[config.mk]
export PLATFORM = sky130hd
export DESIGN_NAME = alu_seq_param
export DESIGN_NICKNAME = d
export VERILOG_FILES = /design/src/rtl/alu_seq_param.sv
export SDC_FILE = /design/constraint.sdc
export NUM_CORES = 1
export LEC_CHECK = 0
export ABC_AREA = 1
export ABC_CLOCK_PERIOD_IN_PS = 5100
export CAP_MARGIN = 10
export CORE_AREA = 2 2 143 145
export CTS_CLUSTER_DIAMETER = 200
export DETAILED_ROUTE_END_ITERATION = 8
export DIE_AREA = 0 0 145 147
export PLACE_DENSITY = 0.89
export SYNTH_ARGS = -nofsm -noshare
export SYNTH_HDL_FRONTEND = slang
export SYNTH_SLANG_ARGS = --single-unit
[constraint.sdc]
create_clock -name clk -period 5.1 [get_ports clk]
set_clock_uncertainty 0.05 [all_clocks]
set_input_delay 0.765 -clock clk [delete_from_list [all_inputs] [get_ports clk]]
set_output_delay 0.765 -clock clk [all_outputs]
set_load 0.01 [all_outputs]
[src/rtl/alu_seq_param.sv]
// Parametrised handshaked ALU: bit-wise, add/sub and shift ops finish in one cycle,
// unsigned multiply runs shift-add over WIDTH cycles; results are held until consumed.
module alu_seq_param #(
    parameter int unsigned WIDTH = 16
) (
    input  logic                 clk,
    input  logic                 rst,
    input  logic                 in_valid,
    output logic                 in_ready,
    input  logic [2:0]           SEL,
    input  logic [WIDTH-1:0]     A,
    input  logic [WIDTH-1:0]     B,
    output logic                 out_valid,
    input  logic                 out_ready,
    output logic [2*WIDTH-1:0]   O,
    output logic                 CARRY,
    output logic                 ZERO,
    output logic                 OVF
);

    localparam int unsigned CW = $clog2(WIDTH);
    localparam logic [CW-1:0] CNT_LAST = CW'(WIDTH - 1);

    typedef enum logic [1:0] {
        S_IDLE,
        S_MULT,
        S_HOLD
    } state_t;

    typedef enum logic [2:0] {
        OP_AND = 3'b000,
        OP_OR  = 3'b001,
        OP_XOR = 3'b010,
        OP_ADD = 3'b011,
        OP_SUB = 3'b100,
        OP_MUL = 3'b101,
        OP_SHL = 3'b110,
        OP_SHR = 3'b111
    } op_t;

    state_t state, state_next;

    logic [2*WIDTH-1:0] mcand;
    logic [WIDTH-1:0]   mplier;
    logic [2*WIDTH-1:0] acc;
    logic [2*WIDTH-1:0] acc_next;
    logic [CW-1:0]      cnt;

    logic [2*WIDTH-1:0] o_reg;
    logic               carry_reg;
    logic               zero_reg;
    logic               ovf_reg;

    logic               accept;
    logic [WIDTH-1:0]   res;
    logic               res_carry;
    logic               res_ovf;
    logic [WIDTH:0]     sum;
    logic [WIDTH:0]     diff;
    logic [2*WIDTH-1:0] shl_ext;
    logic [2*WIDTH-1:0] shr_ext;
    logic [CW-1:0]      amt;

    // Single-cycle result path, evaluated on the live operands at the accept edge.
    always_comb begin
        res       = '0;
        res_carry = 1'b0;
        res_ovf   = 1'b0;
        amt       = B[CW-1:0];
        sum       = {1'b0, A} + {1'b0, B};
        diff      = {1'b0, A} - {1'b0, B};
        // Widened shifts expose the last bit shifted out at the W boundary.
        shl_ext   = {{WIDTH{1'b0}}, A} << amt;
        shr_ext   = {A, {WIDTH{1'b0}}} >> amt;
        case (SEL)
            OP_AND: res = A & B;
            OP_OR:  res = A | B;
            OP_XOR: res = A ^ B;
            OP_ADD: begin
                res       = sum[WIDTH-1:0];
                res_carry = sum[WIDTH];
                res_ovf   = (A[WIDTH-1] == B[WIDTH-1]) && (sum[WIDTH-1] != A[WIDTH-1]);
            end
            OP_SUB: begin
                res       = diff[WIDTH-1:0];
                res_carry = diff[WIDTH];
                res_ovf   = (A[WIDTH-1] != B[WIDTH-1]) && (diff[WIDTH-1] != A[WIDTH-1]);
            end
            OP_SHL: begin
                res       = shl_ext[WIDTH-1:0];
                res_carry = shl_ext[WIDTH];
            end
            OP_SHR: begin
                res       = shr_ext[2*WIDTH-1:WIDTH];
                res_carry = shr_ext[WIDTH-1];
            end
            default: ;
        endcase
    end

    assign acc_next = acc + (mplier[0] ? mcand : '0);

    always_ff @(posedge clk) begin
        if (rst) begin
            state <= S_IDLE;
        end else begin
            state <= state_next;
        end
    end

    always_comb begin
        state_next = state;
        accept     = 1'b0;
        in_ready   = 1'b0;
        out_valid  = 1'b0;
        case (state)
            S_IDLE: begin
                in_ready = !rst;
                accept   = in_valid;
                if (in_valid) begin
                    state_next = (SEL == OP_MUL) ? S_MULT : S_HOLD;
                end
            end
            S_MULT: begin
                if (cnt == CNT_LAST) begin
                    state_next = S_HOLD;
                end
            end
            S_HOLD: begin
                out_valid = !rst;
                if (out_ready) begin
                    state_next = S_IDLE;
                end
            end
            default: state_next = S_IDLE;
        endcase
    end

    always_ff @(posedge clk) begin
        if (rst) begin
            mcand     <= '0;
            mplier    <= '0;
            acc       <= '0;
            cnt       <= '0;
            o_reg     <= '0;
            carry_reg <= 1'b0;
            zero_reg  <= 1'b0;
            ovf_reg   <= 1'b0;
        end else begin
            case (state)
                S_IDLE: begin
                    if (accept) begin
                        if (SEL == OP_MUL) begin
                            mcand  <= {{WIDTH{1'b0}}, A};
                            mplier <= B;
                            acc    <= '0;
                            cnt    <= '0;
                        end else begin
                            o_reg     <= {{WIDTH{1'b0}}, res};
                            carry_reg <= res_carry;
                            zero_reg  <= (res == '0);
                            ovf_reg   <= res_ovf;
                        end
                    end
                end
                S_MULT: begin
                    acc    <= acc_next;
                    mcand  <= mcand << 1;
                    mplier <= mplier >> 1;
                    cnt    <= cnt + 1'b1;
                    if (cnt == CNT_LAST) begin
                        o_reg     <= acc_next;
                        carry_reg <= |acc_next[2*WIDTH-1:WIDTH];
                        zero_reg  <= (acc_next == '0);
                        ovf_reg   <= 1'b0;
                    end
                end
                default: ;
            endcase
        end
    end

    // Outputs read as zero for as long as reset is held, not just after its edge.
    always_comb begin
        O     = rst ? '0 : o_reg;
        CARRY = rst ? 1'b0 : carry_reg;
        ZERO  = rst ? 1'b0 : zero_reg;
        OVF   = rst ? 1'b0 : ovf_reg;
    end

endmodule
==> results of run 1 <==
worst paths after layout:
kind | start | to | slack (ns) | cells past startpoint
worst min-delay path | mplier[15] | mplier[15] | 0.41 | 2
worst min register to register | mplier[15] | mplier[15] | 0.41 | 2
worst max-delay path | B[0] | o_reg[14] | 1.43 | 17
worst max register to register | mplier[0] | zero_reg | 1.72 | 20
logic make-up after synthesis:
group	count (synthesis)	synth area share, %
xor+xnor	16	1.20
fa+ha+maj	87	9.49
flops	121	20.7
simple gates	1199	41.8
compound gates	283	13.3
buf+inv	403	13.4
synth_stat cells, types with 2 or more instances:
master and count:
nand2_1 721, inv_1 309, nor2_1 217, nand3_1 198
dfxtp_1 121, a21oi_1 110, o21ai_0 92, ha_1 84
clkbuf_1 54, a31oi_1 45, buf_2 21, nor3_1 18
a22oi_1 17, nand4_1 15, or2_2 10, xnor2_1 8
xor2_1 8, inv_2 7, and2_1 5, o22ai_1 5
buf_4 4, nand2_2 4, o21bai_1 4, fa_1 3
nand3b_1 3, nor3b_1 3, a21o_1 2, buf_1 2
buf_6 2, clkinv_1 2, nor2_2 2, o211ai_1 2
worst reg2reg max path: cells and delay by family, from the launching register on:
family	cells	cell delay, ns
adder cells (fa/ha/maj)	2	0.67
buffers and inverters	3	0.36
flip-flops	1	0.30
AND/OR/NAND/NOR	15	1.95
layout make-up:
cell class | count | area, um^2 | share of cell area (%)
Tap cell | 270 | 338 | 2.57
Clock inverter | 12 | 139 | 1.06
Sequential cell | 121 | 2420 | 18.5
Timing Repair Buffer | 88 | 846 | 6.44
Clock buffer | 20 | 457 | 3.48
Inverter | 319 | 1200 | 9.14
Multi-Input combinational cell | 1585 | 7720 | 58.8
report_power, final:
part           total [W]  switching [W]  internal, W  leakage [nW]
sequential       0.00104      0.0000362      0.00100         0.984
clock            0.00126       0.000504     0.000752         0.280
combinational   0.000780       0.000535     0.000245          5.64
through the flow:
stage / instances / area, um^2
3_5_place_dp: 2383 / 12500
6_report: 2415 / 13100
3_3_place_gp: 2383 / 12500
4_1_cts: 2415 / 13100
2_1_floorplan: 2109 / 11700
5_1_grt: 2415 / 13100
metal layers:
| metal | routed length (um) | global-route usage, % |
|---|---|---|
| met5 | 0 | 0 |
| met4 | 3120 | 26.5 |
| met3 | 4110 | 7.95 |
| met2 | 19700 | 66.9 |
| met1 | 17100 | 49.0 |
==> impl_table.tex, run 1 <==
\begin{tabular}{lr}
\hline
Metric & Value \\
\hline
\multicolumn{2}{l}{\textbf{Routing}} \\
Remaining antenna violation count after routing & 0 \\
Number of design rule violations left after detail routing & 0 \\
Number of DRC markers in iteration 0 & about 1,400 \\
Via Count & 13,900 \\
Overall routed net length & 44.1 mm \\
Vias per std cell & 5.76 \\
DR pass1 iterations & 8 \\
Routed wire per std cell & 18.3 um \\
\multicolumn{2}{l}{\textbf{Clock network}} \\
Number of gates resized after CTS & 0 \\
Clock latency at the later pin of the worst-skew pair & 0.43 ns \\
Root Buffer Master & clkbuf\_16 \\
Setup Fix Bufs, Post-CTS & 0 \\
TritonCTS clock tree & yes \\
Number of buffers created by CTS & 17 \\
Number of sinks handled by clock tree synthesis & between 100 and 150 \\
Clock transition time at the flip-flop clock pins of the worst setup and hold paths & about 0.07 ns \\
Hold-fix buffer count after cts & 0 \\
Max Buffers Root-to-Sink & 2 \\
CTS HTree Levels & 4 \\
\multicolumn{2}{l}{\textbf{Synth}} \\
Number of unique standard cell types used by synthesis & 43 \\
Yosys synthesis warning count & 0 \\
Number of instances in the synthesized netlist & 2,109 \\
Top cell type by total area after synthesis & nand2\_1 \\
Dominant cells by area after synthesis & nand2\_1 23\%, dfxtp\_1 21\%, inv\_1 9.9\%, ha\_1 9.0\%, nand3\_1 8.5\% \\
Area fraction of the dominant cell type after synthesis & 23.1\% \\
Syn Std Cell Area & 11,700 um\^{}2 \\
Number of flip-flops and latches in the synthesized netlist & 121 \\
Fraction of synthesis flops using an asynchronous set or reset pin & 0\% \\
Number of flops mapped to enable cells by yosys & 0 \\
Main synth FF type & dfxtp\_1 \\
Per-instance average area after synthesis & 5.55 um\^{}2 \\
Portion of the post-synthesis area used by sequential elements & roughly 21\% \\
Number of nets produced by synthesis & between 2,000 and 2,500 \\
\multicolumn{2}{l}{\textbf{Layout}} \\
Share of the core filled with cells & about two thirds \\
Most common library cell in the layout ignoring fill and taps & nand2\_1 \\
Share of final-layout standard cells stronger than drive strength 1 & 3.40\% \\
Count of filler cells inserted in the layout & 1,931 \\
Count of nets after finishing & 2,258 \\
Antenna Diode Count & 0 \\
Commonest cells after routing, fill and taps aside & 721 x nand2\_1, 309 x inv\_1, 217 x nor2\_1 \\
Synthesis-to-finish area growth & 12.1\% \\
\multicolumn{2}{l}{\textbf{Worst setup path}} \\
Worst-path cell chain & clkdlybuf4s50\_1 > buf\_4 > ha\_1 > inv\_1 > fa\_1 > inv\_1 > nand3\_1 > nand2\_1 > nand2\_1 > nand2\_1 > nand2\_1 > nand2\_1 > nand2\_1 > nand3\_1 > nand2\_1 > o21ai\_0 > a31oi\_1 \\
Kind of cell adding the most delay to the critical path & buffers and inverters \\
Req. time, crit path & 5.31 ns \\
Delay of the slowest critical-path stage & 0.45 ns \\
Crit Path Class & in2reg \\
Crit start category & input port \\
Worst Setup End Kind & flip-flop \\
Slowest library cell on the worst path & clkdlybuf4s50\_1 \\
WP buf/inv & 4 \\
Data arrival time of the worst path & 3.88 ns \\
Most frequent CP cell & nand2\_1 \\
Critical Path Fanout Max & 21 \\
\multicolumn{2}{l}{\textbf{Flow run}} \\
Max-capacitance violation count & 0 \\
\multicolumn{2}{l}{\textbf{STA}} \\
Number of max-slew violations in the final report & 0 \\
Post-route worst hold slack & just over 0.4 ns \\
Final Hold Viols & 0 \\
Time the worst path needs with I/O delays and setup & 3.67 ns \\
Setup violations, final & 0 \\
Pin slew with the least headroom to its limit & 1.02 ns \\
Setup slack after layout & roughly 1.4 ns \\
Sum Neg Setup Slack & 0 ns \\
Setup repair after global routing missed its margin & false \\
Worst max-slew margin expressed relative to the limit & 31.6\% \\
Final worst path period share & 72.0\% \\
Highest attainable clock frequency & 272 MHz \\
\multicolumn{2}{l}{\textbf{GRT}} \\
Via count of the first global-routing pass & 13,100 \\
Final global-route overflow total & 0 \\
Total global-route track usage & $\sim$41\% \\
Antenna violations before repair & 0 \\
Maximum number of pins on one net before global-route repair & 85 \\
Wire length of the first global-routing pass & $\sim$70 mm \\
\multicolumn{2}{l}{\textbf{Placement}} \\
Worst slack at placement & 1.15 ns \\
Total of buffers placed on input and output ports & 75 \\
HPWL Detailed & between 30 and 40 mm \\
Gpl congestion & 1.07 \\
\multicolumn{2}{l}{\textbf{Floorplan}} \\
Effective utilization at floorplan & 59.0\% \\
Total Die Area & 21,300 um\^{}2 \\
Chip Height & 147 um \\
Area of the core & 19,800 um\^{}2 \\
Core Rows & 52 \\
I/O pins & 76 \\
Die X & 145 um \\
\multicolumn{2}{l}{\textbf{Hold path}} \\
HP Class & reg2reg \\
\multicolumn{2}{l}{\textbf{Power}} \\
Total power & 0.00308 W \\
Power density relative to cell area & about 230 nW/um\^{}2 \\
Static leakage & slightly below 7 nW \\
Maximum VDD drop & around 0.00021 V \\
\multicolumn{2}{l}{\textbf{Outcome}} \\
Result of the run & completed \\
\hline
\end{tabular}
No activity file was read; power rests on OpenSTA's default activity.
==> run 2: changes to the inputs <==
--- a/config.mk
+++ b/config.mk
@@ -6,7 +6,7 @@
 export NUM_CORES = 1
 export LEC_CHECK = 0
 export ABC_AREA = 1
-export ABC_CLOCK_PERIOD_IN_PS = 5100
+export ABC_CLOCK_PERIOD_IN_PS = 3800
 export CAP_MARGIN = 10
 export CORE_AREA = 2 2 143 145
 export CTS_CLUSTER_DIAMETER = 200
==> constraint.sdc (replaced) <==
create_clock -name clk -period 3.8 [get_ports clk]
set_clock_uncertainty 0.05 [all_clocks]
set_input_delay 0.57 -clock clk [delete_from_list [all_inputs] [get_ports clk]]
set_output_delay 0.57 -clock clk [all_outputs]
set_load 0.01 [all_outputs]
==> run 2 against run 1 <==
Net effect:
- die area did not move
- highest routed layer unchanged
- hold slack improved by 0.0011 ns
- routed wire length rose by 4.1%
- cell count rose by 1.7%
- non-clock buffer count rose by 42
- clock-buffer cell count fell by 3
- register-to-register slack got worse by 1.4 ns
- largest power group unchanged
- sequential share of layout area fell by 0.43 points
- power rose by 34%
==> impl_table.tex, run 2 (synthesis gave the netlist of run 1 again) <==
\begin{tabular}{lr}
\hline
Metric & Value \\
\hline
\multicolumn{2}{l}{\textbf{Power}} \\
Internal portion of total power & around 0.0026 W \\
Sequential power share & 33.9\% \\
Switch Pwr & between 0.0015 and 0.002 W \\
Clock group share of total power & 39.3\% \\
Sw Ratio & around 37\% \\
Maximum VDD drop & 0.000315 V \\
Combinational Power Share & 26.8\% \\
Static leakage & 7.11 nW \\
Power density relative to cell area & 306 nW/um\^{}2 \\
\multicolumn{2}{l}{\textbf{Routing}} \\
Vias per std cell & 5.86 \\
Remaining antenna violation count after routing & 0 \\
Number of design rule violations left after detail routing & 0 \\
Routed wire per std cell & 18.7 um \\
Number of DRC markers in iteration 0 & 1,739 \\
DR pass1 iterations & 7 \\
Via Count & 14,400 \\
Overall routed net length & 45.9 mm \\
\multicolumn{2}{l}{\textbf{GRT}} \\
Final global-route overflow total & 0 \\
Met2 Track Usage GR & a little under three quarters \\
Met1 Usage GRT & 49.7\% \\
GRT busiest layer & met2 \\
Maximum number of pins on one net before global-route repair & 65 \\
Antenna violations before repair & 0 \\
Wire length of the first global-routing pass & $\sim$70 mm \\
Via count of the first global-routing pass & 13,300 \\
Global routing met3 resource utilization & 6.68\% \\
Total global-route track usage & between 40 and 50\% \\
\multicolumn{2}{l}{\textbf{Layout}} \\
Antenna Diode Count & 0 \\
Count of filler cells inserted in the layout & 1,882 \\
Non-Filler Instances & between 2,000 and 2,500 \\
Share of final-layout standard cells stronger than drive strength 1 & 5.30\% \\
Synthesis-to-finish area growth & 14.8\% \\
Commonest cells after routing, fill and taps aside & 721 x nand2\_1, 309 x inv\_1, 217 x nor2\_1 \\
Most common library cell in the layout ignoring fill and taps & nand2\_1 \\
Count of nets after finishing & $\sim$2,300 \\
\multicolumn{2}{l}{\textbf{Floorplan}} \\
Die X & 145 um \\
I/O pins & 76 \\
Area of the core & 19,800 um\^{}2 \\
Total Die Area & 21,300 um\^{}2 \\
Core Rows & between 50 and 60 \\
Chip Height & 147 um \\
Effective utilization at floorplan & 59.0\% \\
\multicolumn{2}{l}{\textbf{Worst setup path}} \\
Worst Setup End Kind & flip-flop \\
Slowest library cell on the worst path & fa\_1 \\
Worst-path cell chain & buf\_4 > nand2\_1 > inv\_1 > ha\_1 > fa\_1 > nand3\_1 > nand3\_1 > nand2\_1 > nand2\_1 > nand2\_1 > nand2\_1 > nand2\_1 > nand2\_1 > nand2\_1 > nand2\_1 > nor2\_1 > nand2\_1 > nor2\_1 > nand3\_1 > nand3\_1 > nand2\_1 > inv\_1 \\
CP Depth & 22 \\
Count of cells along the worst register-to-register path & 22 \\
Reg-to-reg slack, setup & around 0.27 ns \\
Delay of the slowest critical-path stage & 0.47 ns \\
WP buf/inv & 3 \\
Most frequent CP cell & nand2\_1 \\
Req. time, crit path & 4.11 ns \\
Critical Path Fanout Max & 32 \\
Crit Path Class & reg2reg \\
Kind of cell adding the most delay to the critical path & simple AND/OR/NAND/NOR gates \\
Crit start category & flip-flop \\
Data arrival time of the worst path & around 3.8 ns \\
\multicolumn{2}{l}{\textbf{Clock network}} \\
Hold-fix buffer count after cts & 0 \\
Number of gates resized after CTS & 0 \\
Clock latency at the later pin of the worst-skew pair & roughly 0.43 ns \\
Number of buffers created by CTS & 17 \\
CTS HTree Levels & 4 \\
Number of sinks handled by clock tree synthesis & 121 \\
Max Buffers Root-to-Sink & 2 \\
Clock transition time at the flip-flop clock pins of the worst setup and hold paths & 0.06 ns \\
Root Buffer Master & clkbuf\_16 \\
TritonCTS clock tree & yes \\
Setup Fix Bufs, Post-CTS & 0 \\
\multicolumn{2}{l}{\textbf{STA}} \\
Final Hold Viols & 0 \\
Setup violations, final & 0 \\
Setup repair after global routing missed its margin & false \\
Worst max-slew margin expressed relative to the limit & 30.1\% \\
Time the worst path needs with I/O delays and setup & 3.53 ns \\
Pin slew with the least headroom to its limit & approximately 1.0 ns \\
Highest attainable clock frequency & roughly 280 MHz \\
Final worst path period share & 92.9\% \\
Sum Neg Setup Slack & 0 ns \\
Number of max-slew violations in the final report & 0 \\
\multicolumn{2}{l}{\textbf{Flow run}} \\
Max-capacitance violation count & 0 \\
\multicolumn{2}{l}{\textbf{Placement}} \\
Total of buffers placed on input and output ports & 75 \\
HPWL Detailed & 35.4 mm \\
Number of cells in the design after placement & 2,425 \\
Gpl congestion & 1.12 \\
\multicolumn{2}{l}{\textbf{Outcome}} \\
Result of the run & completed \\
\multicolumn{2}{l}{\textbf{Hold path}} \\
HP Class & reg2reg \\
Hold Crit Depth & 2 \\
\hline
\end{tabular}
## run 2: cell types whose count changed in the layout (fill, tap and decap cells not counted), moves of 2 or more
cell        delta
buf_4         +41
inv_8          +5
bufinv_16      -2
clkbuf_8       -2
clkinv_4       +2
clkinv_8       +2
clkinvlp_4     -2
## run 2: power groups by stage
stage | Combinational, W | Clock [W] | Sequential [W]
finish | 0.00110 | 0.00162 | 0.00140
global route | 0.00119 | 0.00168 | 0.00140
CTS | 0.00107 | 0.00161 | 0.00139
detailed placement | 0.00106 | 0 | 0.00142
global placement | 0.00105 | 0 | 0.00142
floorplan | 0.000654 | 0 | 0.00140
## run 2: layer usage
| metal | share of wire (%) | wire (um) |
|---|---|---|
| met3 | 9.7 | 4450 |
| met1 | 36 | 16700 |
| met4 | 7.4 | 3390 |
| met5 | 0 | 0 |
| met2 | 47 | 21400 |
## run 2: through the flow
step | total power (W) | hold slack [ns] | setup WS, ns | instance area (um^2) | util [%]
after floorplan | 0.00206 | 0.391 | 1.14 | 11700 | -
after global placement | 0.00247 | 0.401 | 0.200 | 12900 | 64.8
after detailed placement | 0.00248 | 0.410 | 0.198 | 12900 | 64.8
after CTS | 0.00407 | 0.417 | 0.382 | 13400 | 67.7
after global routing | 0.00427 | 0.438 | 0.0769 | 13400 | 67.7
final | 0.00412 | 0.416 | 0.271 | 13400 | 67.7
## run 2: worst paths after layout
path,start,end
max,mplier[0],zero_reg
min,mplier[15],mplier[15]
max reg2reg,mplier[0],zero_reg
min reg2reg,mplier[15],mplier[15]
## run 2: area by class of cell
| cell class | instances | area (um^2) | area share, % |
|---|---|---|---|
| multi-input cells | 1585 | 7720 | 57.5 |
| flip-flops and latches | 121 | 2420 | 18.0 |
| inverters | 319 | 1200 | 8.93 |
| repair buffers | 130 | 1170 | 8.73 |
| clock buffers | 17 | 425 | 3.17 |
| well taps | 270 | 338 | 2.51 |
| clock inverters | 15 | 156 | 1.16 |
## run 2: worst register-to-register path: stages (launching register included)
cell	delay, ns
dfxtp_1	0.32
buf_4	0.26
nand2_1	0.11
inv_1	0.05
ha_1	0.25
fa_1	0.47
nand3_1	0.15
nand3_1	0.19
nand2_1	0.13
nand2_1	0.11
nand2_1	0.09
nand2_1	0.12
nand2_1	0.16
nand2_1	0.07
nand2_1	0.07
nand2_1	0.09
nor2_1	0.11
nand2_1	0.07
nor2_1	0.21
nand3_1	0.15
nand3_1	0.11
nand2_1	0.09
inv_1	0.06
